[src/rtl/sumador_pkg.sv]
// Shared types and defaults for the sumador sequencing controller.
package sumador_pkg;

  localparam int WIDTH_DEF = 8;

  typedef enum logic [1:0] {
    S_A    = 2'd0,
    S_B    = 2'd1,
    S_EXEC = 2'd2
  } seq_state_t;

endpackage

[src/rtl/sumador_seq_ctrl_strb_edge.sv]
// Rising-edge detector for the load strobe; the history register runs even when disabled,
// so a strobe still high on re-enable does not look like a fresh edge.
module strb_edge (
  input  logic clk,
  input  logic rst_n,
  input  logic d,
  input  logic en,
  output logic rise
);

  logic strb_q_r;

  // Strobe history, sampled every cycle
  always_ff @(posedge clk or negedge rst_n) begin
    if (!rst_n) begin
      strb_q_r <= 1'b0;
    end else begin
      strb_q_r <= d;
    end
  end

  assign rise = d & ~strb_q_r & en;

endmodule

[src/rtl/sumador_seq_ctrl.sv]
// Operand sequencer for the external 8-bit adder: loads A then B from a shared bus,
// executes for one cycle and registers sum/carry, with optional carry chaining.
module sumador_seq_ctrl
  import sumador_pkg::*;
#(
  parameter int WIDTH = WIDTH_DEF
) (
  input  logic             clk,
  input  logic             rst_n,
  input  logic             ena,
  input  logic [WIDTH-1:0] data_in,
  input  logic             ld_strb,
  input  logic             chain,
  input  logic             clr,
  output logic [WIDTH-1:0] add_a,
  output logic [WIDTH-1:0] add_b,
  output logic             add_cin,
  input  logic [WIDTH-1:0] add_sum,
  input  logic             add_cout,
  output logic [WIDTH-1:0] sum_out,
  output logic             carry_out,
  output logic             busy,
  output logic             done,
  output logic             err,
  output logic [1:0]       state_dbg
);

  seq_state_t       state_r, next_state_s;
  logic             rise_s;
  logic             ld_a_s, ld_b_s, exec_s, err_set_s;
  logic [WIDTH-1:0] op_a_r, op_b_r, sum_r;
  logic             cin_q_r, carry_r, done_r, err_r;

  strb_edge u_strb_edge (
    .clk  (clk),
    .rst_n(rst_n),
    .d    (ld_strb),
    .en   (ena),
    .rise (rise_s)
  );

  // Next-state and load-enable decode
  always_comb begin
    next_state_s = state_r;
    ld_a_s       = 1'b0;
    ld_b_s       = 1'b0;
    exec_s       = 1'b0;
    err_set_s    = 1'b0;
    case (state_r)
      S_A: begin
        if (rise_s) begin
          ld_a_s       = 1'b1;
          next_state_s = S_B;
        end else begin
          next_state_s = S_A;
        end
      end
      S_B: begin
        if (rise_s) begin
          ld_b_s       = 1'b1;
          next_state_s = S_EXEC;
        end else begin
          next_state_s = S_B;
        end
      end
      S_EXEC: begin
        // An edge arriving here is dropped; the execute still completes.
        exec_s       = ena;
        err_set_s    = rise_s;
        next_state_s = ena ? S_A : S_EXEC;
      end
      default: next_state_s = S_A;
    endcase
  end

  // State, operand and result registers; clr outranks everything but reset
  always_ff @(posedge clk or negedge rst_n) begin
    if (!rst_n) begin
      state_r <= S_A;
      op_a_r  <= {WIDTH{1'b0}};
      op_b_r  <= {WIDTH{1'b0}};
      cin_q_r <= 1'b0;
      sum_r   <= {WIDTH{1'b0}};
      carry_r <= 1'b0;
      done_r  <= 1'b0;
      err_r   <= 1'b0;
    end else if (clr) begin
      state_r <= S_A;
      cin_q_r <= 1'b0;
      sum_r   <= {WIDTH{1'b0}};
      carry_r <= 1'b0;
      done_r  <= 1'b0;
      err_r   <= 1'b0;
    end else begin
      state_r <= next_state_s;
      if (ld_a_s) begin
        op_a_r  <= data_in;
        cin_q_r <= chain ? carry_r : 1'b0;
      end
      if (ld_b_s) begin
        op_b_r <= data_in;
      end
      if (exec_s) begin
        sum_r   <= add_sum;
        carry_r <= add_cout;
      end
      if (err_set_s) begin
        err_r <= 1'b1;
      end
      done_r <= exec_s;
    end
  end

  assign add_a     = op_a_r;
  assign add_b     = op_b_r;
  assign add_cin   = cin_q_r;
  assign sum_out   = sum_r;
  assign carry_out = carry_r;
  assign done      = done_r;
  assign err       = err_r;
  assign busy      = (state_r != S_A);
  assign state_dbg = state_r;

endmodule

[config.mk]
export PLATFORM = sky130hd
export DESIGN_NAME = sumador_seq_ctrl
export DESIGN_NICKNAME = d
export VERILOG_FILES = /design/src/rtl/sumador_pkg.sv /design/src/rtl/sumador_seq_ctrl_strb_edge.sv /design/src/rtl/sumador_seq_ctrl.sv
export SDC_FILE = /design/constraint.sdc
export NUM_CORES = 1
export LEC_CHECK = 0
export CAP_MARGIN = 20
export CORE_MARGIN = 8
export CORE_UTILIZATION = 30
export CTS_CLUSTER_DIAMETER = 200
export DETAILED_ROUTE_END_ITERATION = 8
export GPL_ROUTABILITY_DRIVEN = 1
export SLEW_MARGIN = 5
export SYNTH_ARGS = -nofsm -noshare
export SYNTH_HDL_FRONTEND = slang
export SYNTH_SLANG_ARGS = --single-unit
[constraint.sdc]
create_clock -name clk -period 1.3 [get_ports clk]
set_clock_uncertainty 0.05 [all_clocks]
set_input_delay 0.26 -clock clk [delete_from_list [all_inputs] [get_ports clk]]
set_output_delay 0.26 -clock clk [all_outputs]
set_load 0.05 [all_outputs]
==> impl_results.md, run 1 <==
- Layout Area Growth over Synthesis: 95.4%
- Maximum number of pins on one net before global-route repair: 32
- DP Wirelength: 2400 um
- Routability cong.: 0.770
- Mean instance size in the synthesized netlist: 15.4 um^2
- Synth cell types: 22
- Final routed wirelength across all metal layers: 3210 um
- Failing checks: setup timing
- Clock transition at path regs: 60 ps
- Number of synthesized register bits: 31
- Clock tree from TritonCTS: built
- Cell-internal power: 1.99 mW
- Diodes inserted: 0
- Power per unit of standard cell area: 1270 nW/um^2
- Psw: 0.951 mW
- Root buf cell: sky130_fd_sc_hd__clkbuf_8
- Final worst path period share: 115%
- Placed instance area: 2170 um^2
- Required @ worst endpoint: 990 ps
- Post-synth top flop: sky130_fd_sc_hd__dfrtp_1
- Number of synthesized flops with an enable pin: 0
- Met2 usage: 17.1%
- First-pass DRT Iterations: 4
- Max-slew violation total from the final report: 0
- Count of input and output buffers: 53
- Fin worst setup slack: -191 ps
- Sequential element share of the synthesized area: 65.3%
- Global-route wire length before repair: 5330 um
- Post-synth design cell area: 1190 um^2
- Detail Route Antenna Nets: 0
- Global router's overall resource usage: 11.0%
- Share of total power in combinational logic: 36.0%
- Post-DR vias/cell: 4.59
- Initial cell density of the core: 30.3%
- Horizontal die dimension: 78.9 um
- Share of flip-flops with an asynchronous set or reset: 100%
- Via count: 922
- Setup TNS Final: -3370 ps
- Per-cell routed wire length: 15.9 um
- Clock share of power: 24.0%
- Cell at the slowest stage of the critical path: sky130_fd_sc_hd__dfrtp_2
- Clock Latency Late Sink: 280 ps
- Static power due to leakage: 1.05 nW
- Final layout net count: 173
- Arr. time, crit path: 1180 ps
- Site row count: 23
- Setup repair after global routing missed its margin: true
- Number of synthesis warnings: 0
- Fmax: 671 MHz
- TritonCTS buffer count: 5
- Worst hold-check path type: in2async
- Initial antenna violation count: 0
- Number of global-route vias before repair: 1044
- Max transition margin: 81.3%
- Commonest non-fill, non-tap cells in the layout: sky130_fd_sc_hd__buf_12, sky130_fd_sc_hd__dfrtp_1, sky130_fd_sc_hd__clkdlybuf4s50_1, sky130_fd_sc_hd__mux2_2
- Number of top-level pins: 54
- Critical path class: reg2out
- Proportion of layout cells with a drive suffix above 1: 50.3%
- Critical-path maximum fanout: 3
- Time the worst path needs with I/O delays and setup: 1490 ps
- Number of placed instances with taps included: 189
- CP peak stage delay: 410 ps
- CTS hold repair buffers: 0
- Setup crit end kind: primary output
- Final hold slack: 286 ps
- Clk sink count: 31
- Overflow left after global routing: 0
- Sequential share of power: 40.0%
- Number of maximum-capacitance constraint violations: 0
- Syn_nets: 100
- Maximum number of buffers from clock root to sink: 2
- Placeable core region: 3910 um^2
- Met3 routing resource usage after global routing: 7.79%
- Finished Cell Area: 2320 um^2
- Status: finished with violations
- Mapped Cells: 77
- Number of H-tree levels: 2
- Worst vdd rail ir drop: 949 uV
- Worst Max-Slew Pin Slew: 279 ps
- Total of endpoints with negative setup slack in the final report: 28
- Most Crowded Layer GR: met2
- DRC viols: 0
- Die area: 6230 um^2
- Met1 capacity usage during global routing: 11.9%
- DR iter-0 viols: 42
- Commonest non-fill, non-tap cell in the layout: sky130_fd_sc_hd__buf_12
- Non-filler instance count after layout: 201
- Sw Ratio: 32.3%
- Final hold violation count: 0
- Vertical extent of the die: 78.9 um
- Worst-path cell chain: buf_6, or2_4, buf_8
- Worst setup SP type: flip-flop
[cell families after synthesis]
kind of cell | count (synthesis) | share of synthesized area (%)
simple gates | 12 | 7.80
xor+xnor | 1 | 0.738
compound gates | 14 | 9.91
buf+inv | 3 | 1.05
mux | 16 | 15.2
flops | 31 | 65.3
[final cells by class]
class / instances / area (um^2)
repair buffers: 67 / 968
fillers: 323 / 1590
flip-flops and latches: 31 / 781
clock inverters: 1 / 5.00
clock buffers: 7 / 76.3
inverters: 2 / 7.51
multi-input cells: 43 / 419
well taps: 50 / 62.6
[cell usage after synthesis, types with 2 or more instances]
| master | count | area, um^2 |
|---|---|---|
| sky130_fd_sc_hd__dfrtp_1 | 31 | 776 |
| sky130_fd_sc_hd__mux2_2 | 16 | 180 |
| sky130_fd_sc_hd__a22o_1 | 9 | 78.8 |
| sky130_fd_sc_hd__inv_1 | 2 | 7.51 |
| sky130_fd_sc_hd__nor2_1 | 2 | 7.51 |
[flip-flops by register name, summed over array words and instances, names as in the netlist]
signal,cells
add_a,8
sum_out,8
add_b,8
u_strb_edge.strb_q_r,1
done,1
add_cin,1
carry_out,1
err,1
state_dbg,2
[final timing paths]
check / start / to / slack, ps / cells after the start
max: state_dbg[1] / busy / -190 / 3
min: rst_n / add_b[0] / 290 / 2
max reg2reg: state_dbg[1] / add_b[6] / -180 / 4
min reg2reg: state_dbg[1] / state_dbg[0] / 490 / 2
max in group asynchronous: rst_n / state_dbg[0] / 730 / 2
min in group clk: state_dbg[1] / state_dbg[0] / 490 / 2
[per-layer routing]
metal	share of wire (%)	vias up	wire length [um]
li1	-	430	-
met1	38	446	1220
met2	47	41	1510
met3	14	5	440
met4	1.0	0	33
met5	0	-	0
[power by group through the flow]
stage | combinational (mW) | sequential [mW] | clock (mW)
floorplan | 0.119 | 1.49 | 0
global placement | 1.04 | 1.19 | 0
detailed placement | 1.05 | 1.19 | 0
CTS | 1.07 | 1.18 | 0.736
global route | 1.10 | 1.19 | 0.776
finish | 1.06 | 1.18 | 0.706
[through the flow]
stage	setup slack, ps	total power [mW]	util, %
after floorplan	-162	1.61	-
after global placement	-362	2.23	55.4
after detailed placement	-397	2.24	55.4
after CTS	-222	2.99	59.3
after global routing	-238	3.07	59.3
final	-191	2.94	59.3
[critical path, delay by kind of cell, from the launching register on]
family / cells / cell delay, ps
DFF: 1 / 410
buffers and inverters: 2 / 260
and+or+nand+nor: 1 / 230
[timing repair]
| item | in CTS | in global routing |
|---|---|---|
| gates cloned | 0 | 0 |
| setup endpoints to repair | 27 | 31 |
| gates resized for setup | 10 | 0 |
| pin swaps | 2 | 2 |
| endpoints found under the hold margin | 0 | 0 |
| buffers inserted | 4 | 0 |
No activity file was read; power rests on OpenSTA's default activity.
==> run 2: changes to the inputs <==
--- a/constraint.sdc
+++ b/constraint.sdc
@@ -3,3 +3,3 @@
 set_input_delay 0.26 -clock clk [delete_from_list [all_inputs] [get_ports clk]]
 set_output_delay 0.26 -clock clk [all_outputs]
-set_load 0.05 [all_outputs]
+set_load 0.1 [all_outputs]
==> run 2 against run 1 <==
  * The flow still finishes with violations (setup timing)
  * Sequential cell count is the same
  * Largest cell class unchanged
  * Highest routed layer unchanged
  * Routed wire length up 2.4%
  * Critical path type unchanged
  * Utilization is 1.4 points higher
  * Critical endpoint unchanged
  * Non-clock buffer count grew 1
  * First-iteration DRC count fell by 43%
  * Die area unchanged
  * Cell count up 1.0%
==> impl_results.md, run 2 (synthesis gave the netlist of run 1 again) <==
- Status: finished with violations
- Failing checks: setup timing
- Site row count: 23
- Minimum setup slack among reg-to-reg paths: -200 ps
- Required @ worst endpoint: 990 ps
- Root buf cell: sky130_fd_sc_hd__clkbuf_8
- Worst vdd rail ir drop: 1270 uV
- Count of input and output buffers: 53
- Number of inserted filler cells in the final layout: 308
- Static power due to leakage: 1.08 nW
- Highest metal used: met4
- Number of cells on the worst hold path: 2
- Final worst path period share: 123%
- DP Wirelength: 2510 um
- Die area: 6230 um^2
- Clk sink count: 31
- Clock Latency Late Sink: 280 ps
- CP Buf/Inv Count: 2
- Routability cong.: 0.767
- Critical R2R Capture: add_cin
- WL met3: 358 um
- Sequential share of power: 34.9%
- Commonest non-fill, non-tap cell in the layout: sky130_fd_sc_hd__buf_12
- Path depth of the worst reg2reg path: 6
- DR iter-0 viols: 24
- Fin worst setup slack: -301 ps
- Psw: 1.37 mW
- Share of total power in combinational logic: 44.1%
- Overall power of the completed layout: 3.37 mW
- Setup repair after global routing missed its margin: true
- Proportion of layout cells with a drive suffix above 1: 52.3%
- Final hold violation count: 0
- Max-slew violation total from the final report: 0
- Worst reg2reg startpoint: state_dbg[1]
- Initial cell density of the core: 30.3%
- Worst setup SP type: flip-flop
- Commonest non-fill, non-tap cells in the layout: sky130_fd_sc_hd__buf_12, sky130_fd_sc_hd__dfrtp_1, sky130_fd_sc_hd__clkdlybuf4s50_1, sky130_fd_sc_hd__mux2_2
- Number of top-level pins: 54
- Number of maximum-capacitance constraint violations: 0
- Arr. time, crit path: 1290 ps
- Finished Cell Area: 2370 um^2
- Cell-internal power: 2.00 mW
- Number of H-tree levels: 2
- Max transition margin: 75.8%
- Post-DR vias/cell: 4.59
- Final routed wirelength across all metal layers: 3280 um
- Final layout net count: 175
- Worst-path cell chain: buf_6, or2_4, buf_12
- Placeable core region: 3910 um^2
- Layout Area Growth over Synthesis: 100%
- Total of endpoints with negative setup slack in the final report: 31
- Hold wc startpoint: ld_strb
- Clock share of power: 21.0%
- CTS hold repair buffers: 0
- Per-cell routed wire length: 16.2 um
- Overflow left after global routing: 0
- Global router's overall resource usage: 10.9%
- Fmax: 624 MHz
- Sw Ratio: 40.6%
- Endpoint of the worst hold-timing path: u_strb_edge.strb_q_r
- Time the worst path needs with I/O delays and setup: 1600 ps
- Number of global-route vias before repair: 1057
- Diodes inserted: 0
- Metal-1 WL: 1210 um
- DRC viols: 0
- Number of gates on the worst path with buffers counted: 3
- Cell at the slowest stage of the critical path: sky130_fd_sc_hd__dfrtp_4
- Setup crit end kind: primary output
- Maximum number of pins on one net before global-route repair: 32
- Placed instance area: 2180 um^2
- Critical-path maximum fanout: 3
- Crit-path leading delay family: flip-flops
- Clock transition at path regs: 70 ps
- Power per unit of standard cell area: 1420 nW/um^2
- Via count: 931
- Clock tree from TritonCTS: built
- TritonCTS buffer count: 5
- Wire length on met2: 1690 um
- Detail Route Antenna Nets: 0
- Maximum number of buffers from clock root to sink: 2
- Vertical extent of the die: 78.9 um
- CP peak stage delay: 490 ps
- Critical path class: reg2out
- Initial antenna violation count: 0
- Global-route wire length before repair: 5230 um
- Horizontal die dimension: 78.9 um
- First-pass DRT Iterations: 3
- Worst hold-check path type: in2reg
- Worst Max-Slew Pin Slew: 362 ps
[run 2: timing repair]
action                     in CTS  in global routing
pin swaps                       4                  6
resized for setup               7                  5
gates cloned                    0                  1
setup endpoints to repair      29                 30
setup buffers                   3                  3
[run 2: worst max-delay path by stage]
| stage | endpoint | startpoint |
|---|---|---|
| floorplan | add_b[0] | state_dbg[1] |
| global placement | add_a[1] | ena |
| detailed placement | add_a[3] | ena |
| CTS | busy | state_dbg[1] |
| global route | busy | state_dbg[1] |
| finish | busy | state_dbg[1] |
[run 2: layer usage]
layer / GRT usage (%) / up-vias
li1: - / 435
met5: 0 / -
met1: 10.5 / 451
met3: 7.00 / 4
met2: 18.6 / 41
met4: 3.33 / 0
[run 2: final cells by class]
class / instances / area (um^2) / area share, %
clock buffers: 5 / 68.8 / 2.90
clock inverters: 3 / 15.0 / 0.632
inverters: 2 / 7.51 / 0.316
multi-input cells: 44 / 439 / 18.5
flip-flops and latches: 31 / 783 / 33.0
well taps: 50 / 62.6 / 2.63
repair buffers: 68 / 998 / 42.0
[run 2: through the flow]
stage,setup TNS [ps],std cells,worst slack [ps],utilization (%),hold slack (ps)
2_1_floorplan,-7130,77,-287,-,-85.6
3_3_place_gp,-9530,188,-376,55.6,487
3_5_place_dp,-10220,188,-397,55.6,498
4_1_cts,-3230,199,-329,59.2,291
5_1_grt,-5710,203,-332,60.7,206
6_report,-4680,203,-301,60.7,197
[run 2: power by group through the flow]
stage	sequential (mW)	clock [mW]	combinational, mW
4_1_cts	1.18	0.740	1.48
3_3_place_gp	1.19	0	1.45
6_report	1.18	0.709	1.49
5_1_grt	1.19	0.769	1.53
3_5_place_dp	1.20	0	1.46
2_1_floorplan	1.87	0	0.128
==> run 3: changes to the inputs <==
Settings changed: CORE_MARGIN 8 to default, CTS_BUF_LIST from default to sky130_fd_sc_hd__clkbuf_4.
==> run 3 against run 2 <==
  * The run still ends with setup timing left
  * Sequential cell count is the same
  * Combinational power hardly changed
  * Register-to-register slack worse by 130 ps
  * Fmax shrank 3.2%
  * Cell area increased by 0.32%
  * Routed wire length is 2.9% lower
  * Global-route usage up 6.0 points
  * Non-clock buffer count is the same
  * Utilization rose by 3.4 points
  * Count of clock-buffer cells in the layout is the same
  * Total power is 0.28% lower
  * Critical path type unchanged
  * Critical endpoint unchanged
==> impl_results.md, run 3 (synthesis gave the netlist of run 1 again) <==
- Status: finished with violations
- Failing checks: setup timing
- Clock transition at path regs: 90 ps
- Met3 routing resource usage after global routing: 5.46%
- Count of input and output buffers: 53
- Vertical extent of the die: 64.9 um
- Required @ worst endpoint: 990 ps
- Pre-CTS WS: -390 ps
- Max-slew violation total from the final report: 0
- Overflow left after global routing: 0
- Final hold violation count: 0
- Final layout net count: 176
- Clk sink count: 31
- Critical R2R Capture: add_b[7]
- DP Wirelength: 2100 um
- Global-route wire length before repair: 5190 um
- Root buf cell: sky130_fd_sc_hd__clkbuf_4
- Detail Route Antenna Nets: 0
- Psw: 1.34 mW
- Setup repair after global routing missed its margin: true
- Critical-path maximum fanout: 2
- DRC viols: 0
- Max transition margin: 74.3%
- Worst Max-Slew Pin Slew: 385 ps
- Initial cell density of the core: 32.0%
- Minimum setup slack among reg-to-reg paths: -330 ps
- Via count: 951
- Number of maximum-capacitance constraint violations: 0
- TritonCTS buffer count: 5
- Number of cells on the worst hold path: 2
- Final worst path period share: 127%
- Fin worst setup slack: -354 ps
- Critical path class: reg2out
- Per-cell routed wire length: 15.8 um
- Worst hold-check path type: in2reg
- Site row count: 22
- Path depth of the worst reg2reg path: 4
- Area of the multi-input gates: 465 um^2
- Worst setup SP type: flip-flop
- Reg area: 783 um^2
- Sequential share of power: 35.1%
- Number of global-route vias before repair: 1036
- Worst reg2reg startpoint: state_dbg[1]
- Number of top-level pins: 54
- Time the worst path needs with I/O delays and setup: 1650 ps
- Hold wc startpoint: ld_strb
- Number of inserted filler cells in the final layout: 296
- Placeable core region: 3720 um^2
- Cell-internal power: 2.02 mW
- Clock share of power: 21.1%
- Commonest non-fill, non-tap cells in the layout: sky130_fd_sc_hd__buf_12, sky130_fd_sc_hd__dfrtp_1, sky130_fd_sc_hd__clkdlybuf4s50_1, sky130_fd_sc_hd__mux2_2
- Proportion of layout cells with a drive suffix above 1: 52.6%
- Clock tree from TritonCTS: built
- Initial antenna violation count: 0
- Placed instance area: 2170 um^2
- Worst vdd rail ir drop: 1010 uV
- Met2 usage: 26.3%
- Global router's overall resource usage: 16.9%
- CTS hold repair buffers: 0
- Maximum number of buffers from clock root to sink: 2
- Setup crit end kind: primary output
- Routability cong.: 0.744
- Met1 capacity usage during global routing: 21.1%
- Fmax: 605 MHz
- Share of total power in combinational logic: 43.8%
- Endpoint of the worst hold-timing path: u_strb_edge.strb_q_r
- Post-DR vias/cell: 4.71
- Static power due to leakage: 1.07 nW
- Maximum number of pins on one net before global-route repair: 32
- Clock Latency Late Sink: 320 ps
- Arr. time, crit path: 1340 ps
- DR iter-0 viols: 18
- Total of endpoints with negative setup slack in the final report: 30
- Number of H-tree levels: 2
- Commonest non-fill, non-tap cell in the layout: sky130_fd_sc_hd__buf_12
- Most Crowded Layer GR: met2
- Power per unit of standard cell area: 1410 nW/um^2
- Final routed wirelength across all metal layers: 3190 um
- Layout Area Growth over Synthesis: 101%
- Diodes inserted: 0
- Sw Ratio: 39.8%
- Die area: 4210 um^2
- Horizontal die dimension: 64.9 um
- Finished Cell Area: 2380 um^2
- First-pass DRT Iterations: 4
==> run 3: layout make-up <==
class                   instances  share of cell area [%]
clock buffers                   5                    1.58
flip-flops and latches         31                    32.9
repair buffers                 68                    41.5
inverters                       2                   0.315
multi-input cells              45                    19.5
well taps                      48                    2.52
clock inverters                 3                    1.63
==> run 3: power groups by stage <==
stage                     logic, mW  registers (mW)  clock network, mW
after floorplan               0.128            1.87                  0
after CTS                      1.47            1.18              0.739
after detailed placement       1.45            1.20                  0
final                          1.47            1.18              0.710
after global placement         1.44            1.19                  0
after global routing           1.52            1.19              0.784
==> run 3: routing by layer <==
layer	part of all wire, %	vias up
li1	-	436
met2	49	36
met1	42	472
met4	2.0	0
met5	0	-
met3	6.4	7
==> run 3: critical path, cell delays in order (launching register included) <==
cell and delay [ps]:
sky130_fd_sc_hd__dfrtp_4 490, sky130_fd_sc_hd__buf_6 120, sky130_fd_sc_hd__or2_4 240, sky130_fd_sc_hd__buf_12 170
==> run 3: worst max-delay path by stage <==
stage | depth (start not counted) | startpoint | endpoint | slack [ps]
floorplan | 3 | state_dbg[1] | add_b[0] | -290
global placement | 4 | ena | add_a[5] | -370
detailed placement | 4 | ena | add_a[5] | -390
CTS | 3 | state_dbg[1] | busy | -390
global route | 3 | state_dbg[1] | busy | -400
finish | 3 | state_dbg[1] | busy | -350
==> run 3: repair_timing <==
item	4_1_cts	5_1_grt
cloned	2	0
gates resized for setup	10	6
endpoints found under the hold margin	0	0
setup buffers	3	3
pin swaps	8	11
setup endpoints to repair	30	31
==> run 3: stage by stage <==
stage | util (%) | hold slack, ps | cells | TNS [ps] | power (mW)
5_1_grt | 64.1 | 130 | 202 | -7490 | 3.49
2_1_floorplan | - | -85.6 | 77 | -7130 | 2.00
3_3_place_gp | 58.5 | 490 | 186 | -9350 | 2.63
6_report | 64.1 | 145 | 202 | -6180 | 3.36
4_1_cts | 62.8 | 239 | 199 | -5380 | 3.39
3_5_place_dp | 58.5 | 493 | 186 | -9640 | 2.65
